<file path="config.mk">
export PLATFORM = sky130hd
export DESIGN_NAME = multicycle_ctrl
export DESIGN_NICKNAME = d
export VERILOG_FILES = /design/src/rtl/multicycle_ctrl_pkg.sv /design/src/rtl/multicycle_ctrl_opdecode.sv /design/src/rtl/multicycle_ctrl.sv
export SDC_FILE = /design/constraint.sdc
export NUM_CORES = 1
export LEC_CHECK = 0
export BUFFER_PORTS_ARGS = -buffer_cell sky130_fd_sc_hd__buf_2
export CAP_MARGIN = 0
export CORE_ASPECT_RATIO = 1.75
export CORE_UTILIZATION = 53
export DETAILED_ROUTE_END_ITERATION = 12
export PLACE_DENSITY_LB_ADDON = 0.12
export SLEW_MARGIN = 10
export SYNTH_ARGS = -nofsm -noshare
export SYNTH_HDL_FRONTEND = slang
export SYNTH_SLANG_ARGS = --single-unit
export TNS_END_PERCENT = 10
</file>
<file path="constraint.sdc">
create_clock -name clk -period 3.3 [get_ports clk]
set_input_delay 0.33 -clock clk [delete_from_list [all_inputs] [get_ports clk]]
set_output_delay 0.33 -clock clk [all_outputs]
set_load 0.03 [all_outputs]
</file>
<file path="src/rtl/multicycle_ctrl_pkg.sv">
// Shared definitions for the multi-cycle RV32I sequencing controller:
// opcode constants, FSM state encoding, and the write-back / PC-select
// encodings that the datapath muxes expect.
package multicycle_ctrl_pkg;

  localparam logic [6:0] OP_R      = 7'b0110011;
  localparam logic [6:0] OP_IMM    = 7'b0010011;
  localparam logic [6:0] OP_LOAD   = 7'b0000011;
  localparam logic [6:0] OP_STORE  = 7'b0100011;
  localparam logic [6:0] OP_BRANCH = 7'b1100011;
  localparam logic [6:0] OP_JAL    = 7'b1101111;
  localparam logic [6:0] OP_JALR   = 7'b1100111;
  localparam logic [6:0] OP_LUI    = 7'b0110111;
  localparam logic [6:0] OP_AUIPC  = 7'b0010111;

  typedef enum logic [2:0] {
    FETCH  = 3'd0,
    DECODE = 3'd1,
    EXEC   = 3'd2,
    MEM    = 3'd3,
    WB     = 3'd4,
    HALT   = 3'd5
  } state_e;

  typedef enum logic [1:0] {
    WB_ALU  = 2'b00,
    WB_DMEM = 2'b01,
    WB_PC4  = 2'b10
  } wbsel_e;

  typedef enum logic [1:0] {
    PC_PLUS4 = 2'b00,
    PC_TGT   = 2'b01,
    PC_JALR  = 2'b10
  } pc_sel_e;

endpackage

</file>
<file path="src/rtl/multicycle_ctrl_opdecode.sv">
// Combinational opcode-class decoder.
// Ports:
//   opcode_i    - ir[6:0]
//   is_*_o      - one-hot-ish class flags for the opcodes the FSM branches on
//   illegal_o   - opcode is not one of the nine supported RV32I major opcodes
module ctrl_opdecode
  import multicycle_ctrl_pkg::*;
(
  input  logic [6:0] opcode_i,
  output logic       is_r_o,
  output logic       is_load_o,
  output logic       is_store_o,
  output logic       is_branch_o,
  output logic       is_jal_o,
  output logic       is_jalr_o,
  output logic       illegal_o
);

  always_comb begin
    is_r_o      = 1'b0;
    is_load_o   = 1'b0;
    is_store_o  = 1'b0;
    is_branch_o = 1'b0;
    is_jal_o    = 1'b0;
    is_jalr_o   = 1'b0;
    illegal_o   = 1'b0;
    unique case (opcode_i)
      OP_R:                     is_r_o      = 1'b1;
      OP_LOAD:                  is_load_o   = 1'b1;
      OP_STORE:                 is_store_o  = 1'b1;
      OP_BRANCH:                is_branch_o = 1'b1;
      OP_JAL:                   is_jal_o    = 1'b1;
      OP_JALR:                  is_jalr_o   = 1'b1;
      OP_IMM, OP_LUI, OP_AUIPC: ;
      default:                  illegal_o   = 1'b1;
    endcase
  end

endmodule

</file>
<file path="src/rtl/multicycle_ctrl.sv">
// Multi-cycle sequencing controller for an RV32I datapath.
// Steps FETCH -> DECODE -> EXEC -> [MEM] -> [WB], handshaking with the
// instruction and data memories, and halts permanently (until reset) on an
// unsupported opcode.
// Ports:
//   clk, rst              - clock, synchronous active-high reset
//   instr, imem_ready     - fetched word and its completion strobe
//   dmem_ready            - data access completion strobe
//   br_taken              - branch comparator result (used in EXEC)
//   imem_req, ir_load, ir - fetch request, IR load strobe, latched instruction
//   dmem_req, dmem_we     - data request / write
//   rf_we, wbsel          - register write enable and write-back source
//   alu_src_imm           - ALU operand B is the immediate
//   pc_we, pc_sel         - PC update strobe and source
//   retire, instret       - retire pulse and wrapping retired count
//   halted                - illegal opcode seen
module multicycle_ctrl
  import multicycle_ctrl_pkg::*;
#(
  parameter int unsigned CNT_W = 32
) (
  input  logic             clk,
  input  logic             rst,
  input  logic [31:0]      instr,
  input  logic             imem_ready,
  input  logic             dmem_ready,
  input  logic             br_taken,
  output logic             imem_req,
  output logic             ir_load,
  output logic [31:0]      ir,
  output logic             dmem_req,
  output logic             dmem_we,
  output logic             rf_we,
  output logic [1:0]       wbsel,
  output logic             alu_src_imm,
  output logic             pc_we,
  output logic [1:0]       pc_sel,
  output logic             retire,
  output logic [CNT_W-1:0] instret,
  output logic             halted
);

  state_e             state_q, state_d;
  logic [31:0]        ir_q, ir_d;
  logic [CNT_W-1:0]   instret_q;

  logic is_r, is_load, is_store, is_branch, is_jal, is_jalr, illegal;

  ctrl_opdecode u_opdecode (
    .opcode_i    (ir_q[6:0]),
    .is_r_o      (is_r),
    .is_load_o   (is_load),
    .is_store_o  (is_store),
    .is_branch_o (is_branch),
    .is_jal_o    (is_jal),
    .is_jalr_o   (is_jalr),
    .illegal_o   (illegal)
  );

  // Strobes are a function of current state, latched opcode and the ready
  // inputs; ready inputs only matter in the state that issued the request.
  always_comb begin
    state_d     = state_q;
    ir_d        = ir_q;
    imem_req    = 1'b0;
    ir_load     = 1'b0;
    dmem_req    = 1'b0;
    dmem_we     = 1'b0;
    rf_we       = 1'b0;
    wbsel       = WB_ALU;
    alu_src_imm = 1'b0;
    pc_we       = 1'b0;
    pc_sel      = PC_PLUS4;
    retire      = 1'b0;
    unique case (state_q)
      FETCH: begin
        imem_req = 1'b1;
        if (imem_ready) begin
          ir_load = 1'b1;
          ir_d    = instr;
          state_d = DECODE;
        end
      end
      DECODE: begin
        state_d = illegal ? HALT : EXEC;
      end
      EXEC: begin
        alu_src_imm = ~is_r;
        if (is_branch) begin
          pc_we   = 1'b1;
          pc_sel  = br_taken ? PC_TGT : PC_PLUS4;
          retire  = 1'b1;
          state_d = FETCH;
        end else if (is_load || is_store) begin
          state_d = MEM;
        end else begin
          state_d = WB;
        end
      end
      MEM: begin
        alu_src_imm = ~is_r;
        dmem_req    = 1'b1;
        dmem_we     = is_store;
        if (dmem_ready) begin
          if (is_store) begin
            pc_we   = 1'b1;
            retire  = 1'b1;
            state_d = FETCH;
          end else begin
            state_d = WB;
          end
        end
      end
      WB: begin
        alu_src_imm = ~is_r;
        rf_we       = 1'b1;
        if (is_load)               wbsel = WB_DMEM;
        else if (is_jal || is_jalr) wbsel = WB_PC4;
        pc_we = 1'b1;
        if (is_jal)       pc_sel = PC_TGT;
        else if (is_jalr) pc_sel = PC_JALR;
        retire  = 1'b1;
        state_d = FETCH;
      end
      HALT: begin
        state_d = HALT;
      end
      default: begin
        state_d = FETCH;
      end
    endcase
  end

  always_ff @(posedge clk) begin
    if (rst) begin
      state_q   <= FETCH;
      ir_q      <= '0;
      instret_q <= '0;
    end else begin
      state_q <= state_d;
      ir_q    <= ir_d;
      if (retire) instret_q <= instret_q + 1'b1;
    end
  end

  assign ir      = ir_q;
  assign instret = instret_q;
  assign halted  = (state_q == HALT);

endmodule

</file>
==> metrics.csv, run 1 <==
stage;metric;value;unit
synthesis;Yosys top cell by area;dfxtp_1;
synthesis;Synth Instances;371;
synthesis;ys async rst share;0;%
final_layout;Fillers;473;
timing;Final Slew Violations;0;
critical_path;WP data required;2970;ps
global_route;vias in the first global route;2745;
detailed_routing;vias per cell;5.392;
die;row cnt;35;
detailed_routing;initial DRC count;100;
clocking;clk slew on worst S/H paths;80;ps
die;die area;0.005981;sq mm
critical_path;Worst EP arrival;2260;ps
timing;final setup fails;0;
detailed_routing;vias;2998;
timing;crit share post-route;78.57;%
synthesis;post-synth cell types;39;
place;Placer Congestion;0.8235;
clocking;cts hold-fix bufs;0;
global_route;Remaining Overflow, GRT;0;
synthesis;Yosys warnings;0;
synthesis;top cells by area, synth;dfxtp_1 45%, nand2_1 10%, a21oi_1 8.5%;
final_layout;Layout area overhead;28.18;%
detailed_routing;Post-Route WL;7034;microns
timing;Least-Margin Pin Slew;881.7;ps
final_layout;nets@finish;515;
clocking;Sink Count;67;
synthesis;Synth Cell Area;0.003002;sq mm
critical_path;Worst setup EP type;output pin;
synthesis;Yosys reg bits;67;
timing;Max-slew headroom;41.22;%
power;total chip power;1943;uW
final_layout;layout cells sized above 1;29.25;%
timing;final hold violations;0;
die;core area;0.005343;sq mm
global_route;initial antenna violation count;0;
synthesis;Synthesized Nets;409;
clocking;TritonCTS clock tree;done;
timing;Tmin final;2593;ps
clocking;Clock Latency Late Sink;340;ps
synthesis;main flop type after synthesis;dfxtp_1;
worst_hold_path;hold depth;3;
synthesis;sequential-to-total area share from yosys stat;44.69;%
die;Die Wd;58.89;microns
die;Starting Density;56.18;%
clocking;Num CTS Buffers;9;
die;Die H;101.6;microns
final_layout;final core occ;72.01;%
timing;Min Hold Slack;213.4;ps
job;max cap viols;0;
global_route;first-pass GRT wire length;11300;microns
critical_path;R2R cell count;5;
critical_path;Startpoint Class;register;
worst_hold_path;Worst Hold Class;primary input to register;
synthesis;post-synthesis area per instance;8.091;sq um
critical_path;crit path kind;register to output pin;
power;VDD IR-drop max;0.3534;mV
global_route;All-Layer GR Usage;24.35;%
detailed_routing;# DRC;0;
critical_path;Max Fanout on Critical Path;19;
place;hpwl dp;5020;microns
timing;skew final;10.22;ps
final_layout;Antenna diodes;0;
timing;Fmax;0.3857;GHz
clocking;CTS resizes;0;
run_status;status;completed;
place;port buffer count;113;
synthesis;Post-synth EDFFs;0;
detailed_routing;antenna-violating nets left;0;
power;Lkg Pwr;0.001680;uW
timing;RSZ-0062 raised after global routing;no;
detailed_routing;TritonRoute pass-1 iters;4;
synthesis;share of the synthesized area in the top cell type;44.69;%
clocking;clk buf depth;2;
clocking;Root Driver;clkbuf_8;
power;PD cells;505.1;mW/mm^2
clocking;CTS H-tree depth;3;
die;I/O pin count;114;
clocking;postcts setup bufs;0;
detailed_routing;Wirelength per Cell;12.65;microns
timing;setup_tns;0;ps
global_route;largest net degree at the start of global routing;50;
==> kinds of logic after synthesis <==
| logic type | after synthesis | synth area share (%) |
|---|---|---|
| buf+inv | 28 | 3.793 |
| simple gates | 164 | 27.55 |
| compound gates | 94 | 18.55 |
| fa+ha+maj | 2 | 0.7503 |
| xor+xnor | 16 | 4.669 |
| flops | 67 | 44.69 |
==> path summary, 6_finish.rpt <==
check	startpoint	end	slack (ps)
hold / removal	instr[23]	ir[23]	210
setup / recovery	state_q[0]	pc_we	710
hold reg to reg	ir[9]	ir[9]	450
setup reg to reg	state_q[0]	instret[30]	920
==> power by group <==
| part | switching [uW] | leakage [uW] | internal, uW |
|---|---|---|---|
| clock network | 326 | 0.000124 | 508 |
| registers | 27.8 | 0.000545 | 840 |
| logic | 164 | 0.00101 | 77.5 |
==> layout by cell type (no fill, tap or decap), types with 4 or more instances in the layout <==
| master | count |
|---|---|
| a21oi_1 | 51 |
| buf_4 | 4 |
| and3_1 | 7 |
| inv_1 | 6 |
| buf_2 | 113 |
| and2_1 | 4 |
| nand2_1 | 80 |
| or3_1 | 13 |
| o2111ai_1 | 9 |
| clkbuf_8 | 9 |
| dfxtp_1 | 67 |
| nor2_1 | 23 |
| o21ai_0 | 19 |
| and4_1 | 4 |
| o211ai_1 | 6 |
| nand3_1 | 5 |
| xor2_1 | 14 |
| nor3_1 | 4 |
| nor2b_1 | 6 |
==> routing by layer <==
| layer | vias up | GRT usage, % | wire length [microns] |
|---|---|---|---|
| li1 | 1506 | - | - |
| met3 | 17 | 7.407 | 405 |
| met4 | 0 | 12.82 | 171 |
| met5 | - | 0 | 0 |
| met2 | 98 | 43.97 | 3761 |
| met1 | 1377 | 24.22 | 2695 |
==> worst max-delay path: stages (launching register included) <==
cell,delay [ps]
dfxtp_1,550
nand3b_1,190
a211oi_4,680
nor2_2,190
inv_1,110
buf_2,200
==> cell usage after synthesis (5+ instances only) <==
cell type  number
nand2_1        80
dfxtp_1        67
a21oi_1        51
nor2_1         23
o21ai_0        19
clkbuf_1       15
xor2_1         14
or3_1          13
o2111ai_1       9
and3_1          7
inv_1           6
nor2b_1         6
o211ai_1        6
nand3_1         5
==> flip-flops by register name, summed over array words and instances (netlist names) <==
| signal | count |
|---|---|
| instret | 32 |
| ir | 32 |
| state_q | 3 |
==> area by class of cell <==
| class | instances | area, sq um | area share [%] |
|---|---|---|---|
| clock inverters | 7 | 125.1 | 3.252 |
| repair buffers | 117 | 595.6 | 15.48 |
| multi-input cells | 276 | 1546 | 40.20 |
| inverters | 6 | 22.52 | 0.5854 |
| well taps | 74 | 92.59 | 2.407 |
| flip-flops and latches | 67 | 1341 | 34.86 |
| clock buffers | 9 | 123.9 | 3.220 |
==> through the flow <==
step	instances	cell area, sq um	setup slack (ps)
after floorplan	371	3002	624.0
after global placement	540	3598	1037
after detailed placement	540	3598	944.4
after CTS	556	3847	690.6
after global routing	556	3847	502.4
final	556	3847	707.2
No activity file was read; power rests on OpenSTA's default activity.
==> run 2, diff against run 1 <==
--- a/config.mk
+++ b/config.mk
@@ -8,7 +8,7 @@
 export BUFFER_PORTS_ARGS = -buffer_cell sky130_fd_sc_hd__buf_2
 export CAP_MARGIN = 0
 export CORE_ASPECT_RATIO = 1.75
-export CORE_UTILIZATION = 53
+export CORE_UTILIZATION = 49
 export DETAILED_ROUTE_END_ITERATION = 12
 export PLACE_DENSITY_LB_ADDON = 0.12
 export SLEW_MARGIN = 10
==> constraint.sdc (replaced) <==
create_clock -name clk -period 2.4 [get_ports clk]
set_input_delay 0.24 -clock clk [delete_from_list [all_inputs] [get_ports clk]]
set_output_delay 0.24 -clock clk [all_outputs]
set_load 0.03 [all_outputs]
==> run 2 against run 1 <==
Against the previous run: die area is 7.9% higher; via count grew 0.23%; power increased by 36%; clock-buffer cell count increased by 4; first-iteration DRC count increased by 76%; combinational power is 41% higher; clock skew decreased by 5.0 ps; clock power grew 34%; worst setup slack got worse by 460 ps; global-route usage decreased by 0.23 points; register-to-register slack worse by 560 ps; routed wire length increased by 4.9%; critical path type unchanged; critical endpoint unchanged; largest power group unchanged; highest routed layer unchanged.
==> metrics.csv, run 2 (synthesized netlist as in run 1, its figures left out) <==
stage;metric;value;unit
final_layout;nets@finish;518;
final_layout;FF/Latch Area;0.001341;sq mm
timing;crit share post-route;89.69;%
detailed_routing;# DRC;0;
global_route;vias in the first global route;2833;
detailed_routing;initial DRC count;176;
timing;Tmin final;2153;ps
timing;Final Slew Violations;0;
die;die area;0.006455;sq mm
power;sw power;685.5;uW
die;Starting Density;51.05;%
power;Lkg Pwr;0.001698;uW
final_layout;multi-input logic area;0.001554;sq mm
global_route;first-pass GRT wire length;11810;microns
detailed_routing;vias;3005;
timing;Max-slew headroom;67.20;%
clocking;Clock Latency Late Sink;340;ps
run_status;status;completed;
critical_path;crit path kind;register to output pin;
final_layout;final core occ;66.21;%
critical_path;Worst Path Buf+Inv;2;
critical_path;Crit path depth;5;
detailed_routing;vias per cell;5.337;
critical_path;Worst setup EP type;output pin;
final_layout;Layout area overhead;29.68;%
final_layout;Antenna diodes;0;
power;total chip power;2651;uW
clocking;TritonCTS clock tree;done;
clocking;postcts setup bufs;0;
critical_path;Startpoint Class;register;
critical_path;CP Cell Sequence;nand3b_1, a211oi_4, nor2_2, inv_1, buf_2;
global_route;Remaining Overflow, GRT;0;
power;sequential power share;45.0;%
power;VDD IR-drop max;0.5536;mV
final_layout;Fillers;537;
global_route;met1 global-route usage;23.28;%
critical_path;Setup crit end;pc_we;
clocking;Num CTS Buffers;9;
timing;final setup fails;0;
critical_path;Crit-path slowest cell;dfxtp_1;
power;Comb pwr share;12.8;%
die;Die H;105.5;microns
detailed_routing;antenna-violating nets left;0;
final_layout;most frequent cells in the layout;113 x buf_2, 80 x nand2_1, 67 x dfxtp_1, 51 x a21oi_1, 22 x nor2_1;
critical_path;Worst EP arrival;1910;ps
global_route;busiest grt layer;met2;
timing;RSZ-0062 raised after global routing;no;
die;Die Wd;61.17;microns
final_layout;layout cells sized above 1;30.10;%
critical_path;crit-path max cell delay;560;ps
worst_hold_path;Worst Hold Class;primary input to register;
timing;final hold violations;0;
critical_path;CP top delay family;flip-flops;
power;P_int;1966;uW
clocking;Sink Count;67;
clocking;CTS H-tree depth;3;
global_route;largest net degree at the start of global routing;50;
die;core area;0.005879;sq mm
power;power share of the clock group;42.1;%
global_route;initial antenna violation count;0;
critical_path;Max Fanout on Critical Path;13;
die;row cnt;37;
global_route;GR Layer Usage met3;5.644;%
critical_path;r2r setup slk;360;ps
critical_path;Worst Setup SP;state_q[0];
timing;setup_tns;0;ps
critical_path;RR Startpoint;instret[11];
job;max cap viols;0;
clocking;clk buf depth;2;
clocking;clk slew on worst S/H paths;70;ps
timing;Least-Margin Pin Slew;488.2;ps
place;port buffer count;113;
detailed_routing;Wirelength per Cell;13.11;microns
critical_path;R2R cell count;5;
place;hpwl dp;5359;microns
detailed_routing;Post-Route WL;7382;microns
clocking;cts hold-fix bufs;0;
power;sw frac;25.86;%
place;Placer Congestion;0.8363;
critical_path;WP data required;2160;ps
detailed_routing;TritonRoute pass-1 iters;4;
clocking;CTS resizes;0;
die;I/O pin count;114;
power;PD cells;681.1;mW/mm^2
critical_path;Worst R2R End;instret[31];
clocking;Root Driver;clkbuf_8;
global_route;All-Layer GR Usage;24.12;%
timing;Fmax;0.4646;GHz
timing;skew final;5.189;ps
final_layout;leading cell type in the layout, fill and taps excluded;buf_2;
global_route;GR Util met2;44.10;%
==> run 2: cell type report <==
cell class / count / share of cell area (%)
multi-input combinational: 276 / 39.92
sequential: 67 / 34.46
timing repair buffer: 120 / 16.20
clock buffer: 13 / 4.597
tap: 78 / 2.507
clock inverter: 3 / 1.736
inverter: 6 / 0.5786
==> run 2: tightest hold or removal path: stages <==
cell     delay (ps)
buf_2            90
nand2_1          40
a21oi_1          50
==> run 2: how the worst min path moves through the flow <==
stage               cells after the start       from      to
floorplan                               2   instr[4]   ir[4]
global placement                        2     ir[30]  ir[30]
detailed placement                      2     ir[14]  ir[14]
CTS                                     3  instr[22]  ir[22]
global route                            3   instr[8]   ir[8]
finish                                  3  instr[30]  ir[30]
==> run 2: layer usage <==
layer  vias to the layer above  wire length [microns]
met3                        17                    353
met2                       100                   4046
li1                       1504                      -
met1                      1384                   2809
met4                         0                    172
met5                         -                      0
==> run 2: stage by stage <==
step,std cells,hold slack [ps],setup slack [ps],cell area (sq um)
6_report,563,126.8,247.5,3892
5_1_grt,563,116.3,103.1,3892
4_1_cts,563,106.8,242.3,3892
3_5_place_dp,547,443.3,363.4,3646
3_3_place_gp,547,439.1,456.0,3646
2_1_floorplan,371,376.0,-72.06,3009
==> run 2: power groups by stage <==
stage | Sequential (uW) | Combinational [uW] | Clock, uW
6_report | 1190 | 340 | 1120
2_1_floorplan | 1290 | 155 | 0
5_1_grt | 1200 | 369 | 1180
3_3_place_gp | 1220 | 337 | 0
4_1_cts | 1190 | 343 | 1150
3_5_place_dp | 1220 | 341 | 0
==> run 3, diff against run 2 <==
--- a/config.mk
+++ b/config.mk
@@ -5,10 +5,11 @@
 export SDC_FILE = /design/constraint.sdc
 export NUM_CORES = 1
 export LEC_CHECK = 0
+export ABC_AREA = 1
 export BUFFER_PORTS_ARGS = -buffer_cell sky130_fd_sc_hd__buf_2
 export CAP_MARGIN = 0
 export CORE_ASPECT_RATIO = 1.75
-export CORE_UTILIZATION = 49
+export CORE_UTILIZATION = 51
 export DETAILED_ROUTE_END_ITERATION = 12
 export PLACE_DENSITY_LB_ADDON = 0.12
 export SLEW_MARGIN = 10
==> run 3 against run 2 <==
Against the previous run: clock-buffer cell count fell by 4; worst setup slack improved by 43 ps; worst hold slack improved by 20 ps; fmax rose by 2.1%; utilization barely moved; area after synthesis rose by 16%; flip-flop and latch count did not move; clock power rose by 18%; routed wire length rose by 25%; critical path depth rose by 2; sequential power barely moved; critical path type unchanged; critical endpoint is now retire; largest cell class unchanged; largest power group is now clock; highest routed layer unchanged.
==> metrics.csv, run 3 <==
stage;metric;value;unit
clocking;CTS resizes;0;
power;Lkg Pwr;0.001955;uW
synthesis;post-synth cell types;31;
synthesis;Yosys reg bits;67;
clocking;clk slew on worst S/H paths;60;ps
die;Starting Density;52.92;%
power;total chip power;3029;uW
place;Placed Cells;718;
timing;setup_tns;0;ps
global_route;initial antenna violation count;0;
synthesis;Synthesized Nets;577;
final_layout;leading cell type in the layout, fill and taps excluded;nand2_1;
synthesis;top cells by area, synth;dfxtp_1 38%, nand2_1 21%, nor2_1 8.3%;
final_layout;fin area;0.004363;sq mm
synthesis;Post-synth EDFFs;0;
timing;Fmax;0.4741;GHz
detailed_routing;vias;3691;
die;Die H;111.4;microns
timing;skew final;6.244;ps
place;instance area at placement;0.004060;sq mm
global_route;largest net degree at the start of global routing;45;
power;PD cells;694.2;mW/mm^2
detailed_routing;antenna-violating nets left;0;
clocking;TritonCTS clock tree;done;
detailed_routing;vias per cell;5.029;
critical_path;crit-path max cell delay;350;ps
timing;Final Slew Violations;0;
detailed_routing;Wirelength per Cell;12.57;microns
final_layout;nets@finish;685;
synthesis;most frequent cell after synthesis;nand2_1;
clocking;Sink Count;67;
final_layout;layout cells sized above 1;26.38;%
synthesis;Synth Cell Area;0.003486;sq mm
synthesis;Yosys top cell by area;dfxtp_1;
detailed_routing;Post-Route WL;9230;microns
critical_path;Crit-path slowest cell;dfxtp_1;
detailed_routing;# DRC;0;
timing;Least-Margin Pin Slew;695.2;ps
final_layout;Antenna diodes;0;
place;pre-CTS setup slack;592.3;ps
die;die area;0.007182;sq mm
synthesis;sequential-to-total area share from yosys stat;38.48;%
critical_path;most frequent CP cell;nand2_1;
critical_path;Max Fanout on Critical Path;32;
global_route;All-Layer GR Usage;26.86;%
synthesis;share of the synthesized area in the top cell type;38.48;%
critical_path;Worst EP arrival;1870;ps
clocking;postcts setup bufs;0;
critical_path;Worst setup EP type;output pin;
clocking;Num CTS Buffers;9;
die;row cnt;39;
timing;Max-slew headroom;53.60;%
critical_path;WP data required;2160;ps
place;port buffer count;113;
clocking;CTS H-tree depth;3;
critical_path;CP Cell Sequence;nand2_1, inv_2, nand2_1, nor2_1, nand3_1, nand2_4, buf_2;
detailed_routing;TritonRoute pass-1 iters;4;
clocking;cts hold-fix bufs;0;
critical_path;Startpoint Class;register;
power;VDD IR-drop max;0.6466;mV
place;hpwl dp;6748;microns
global_route;first-pass GRT wire length;15000;microns
die;core area;0.006588;sq mm
timing;final hold violations;0;
clocking;clk buf depth;2;
timing;final worst slack;290.9;ps
synthesis;ys async rst share;0;%
place;Placer Congestion;0.9633;
timing;crit share post-route;87.88;%
synthesis;main flop type after synthesis;dfxtp_1;
timing;final setup fails;0;
global_route;vias in the first global route;3406;
timing;RSZ-0062 raised after global routing;no;
synthesis;Post-synth top cells;198 x nand2_1, 77 x nor2_1, 67 x dfxtp_1, 56 x a21oi_1, 29 x nand3_1;
final_layout;most frequent cells in the layout;198 x nand2_1, 113 x buf_2, 77 x nor2_1, 67 x dfxtp_1, 56 x a21oi_1;
critical_path;crit path kind;register to output pin;
worst_hold_path;Worst Hold Class;primary input to register;
synthesis;Synth Instances;539;
die;I/O pin count;114;
synthesis;Yosys warnings;0;
timing;Tmin final;2109;ps
clocking;Root Driver;clkbuf_16;
job;max cap viols;0;
synthesis;post-synthesis area per instance;6.467;sq um
die;Die Wd;64.50;microns
final_layout;fin cells;734;
detailed_routing;initial DRC count;178;
run_status;status;completed;
final_layout;Layout area overhead;25.16;%
clocking;Clock Latency Late Sink;330;ps
global_route;Remaining Overflow, GRT;0;
-- run 3: cell types whose count changed in the layout (fill, tap and decap cells not counted), moves of 10 or more --
cell      previous run  this run
nand2_1             80       198
nor2_1              22        77
nand3_1              5        29
inv_1                6        23
clkbuf_8            13         0
or3_1               13         0
a21oi_2              0        12
o21ai_0             19         8
nand2_2              0        10
-- run 3: worst max-delay path: cells and delay by family (launching register included) --
kind | cells | cell delay [ps]
simple gates | 5 | 820
buf+inv | 2 | 330
flops | 1 | 350
-- run 3: kinds of logic (layout without fill, tap and decap cells) --
logic type                 after synthesis  count (layout)  share of synthesized area (%)
adders and majority gates                1               1                         0.3589
and+or+nand+nor                        335             335                          40.06
DFF                                     67              67                          38.48
xor gates and xnor gates                 6               6                          1.508
buffers and inverters                   52             165                          6.999
AOI/OAI and AO/OA                       78              78                          12.60
-- run 3: worst paths after layout --
kind,from,to,slack (ps),cells after the start
worst max-delay path,ir[1],retire,290,7
worst min-delay path,instr[23],ir[23],150,3
worst max register to register,instret[0],instret[22],550,10
worst min register to register,ir[14],ir[14],460,2
-- run 3: area by class of cell --
type | count | area (sq um)
Clock buffer | 9 | 225.2
Clock inverter | 7 | 77.57
Fill cell | 636 | 2225
Inverter | 32 | 120.1
Multi-Input combinational cell | 420 | 1901
Sequential cell | 67 | 1341
Tap cell | 82 | 102.6
Timing Repair Buffer | 117 | 595.6
-- run 3: routing by layer --
| metal | share of wire [%] | vias up | global-route usage [%] |
|---|---|---|---|
| met5 | 0 | - | 0 |
| met4 | 2.7 | 0 | 13.48 |
| met3 | 5.3 | 15 | 7.582 |
| met2 | 51 | 111 | 46.18 |
| met1 | 41 | 1640 | 29.41 |
| li1 | - | 1925 | - |
-- run 3: metrics by stage --
step | util, % | hold slack [ps]
floorplan | - | 383.2
global placement | 61.63 | 448.7
detailed placement | 61.63 | 451.9
CTS | 66.23 | 137.7
global route | 66.23 | 138.5
finish | 66.23 | 147.3
-- run 3: power by group --
group,switching (uW),internal (uW)
clock network,512,810
logic,356,137
registers,40.8,1170
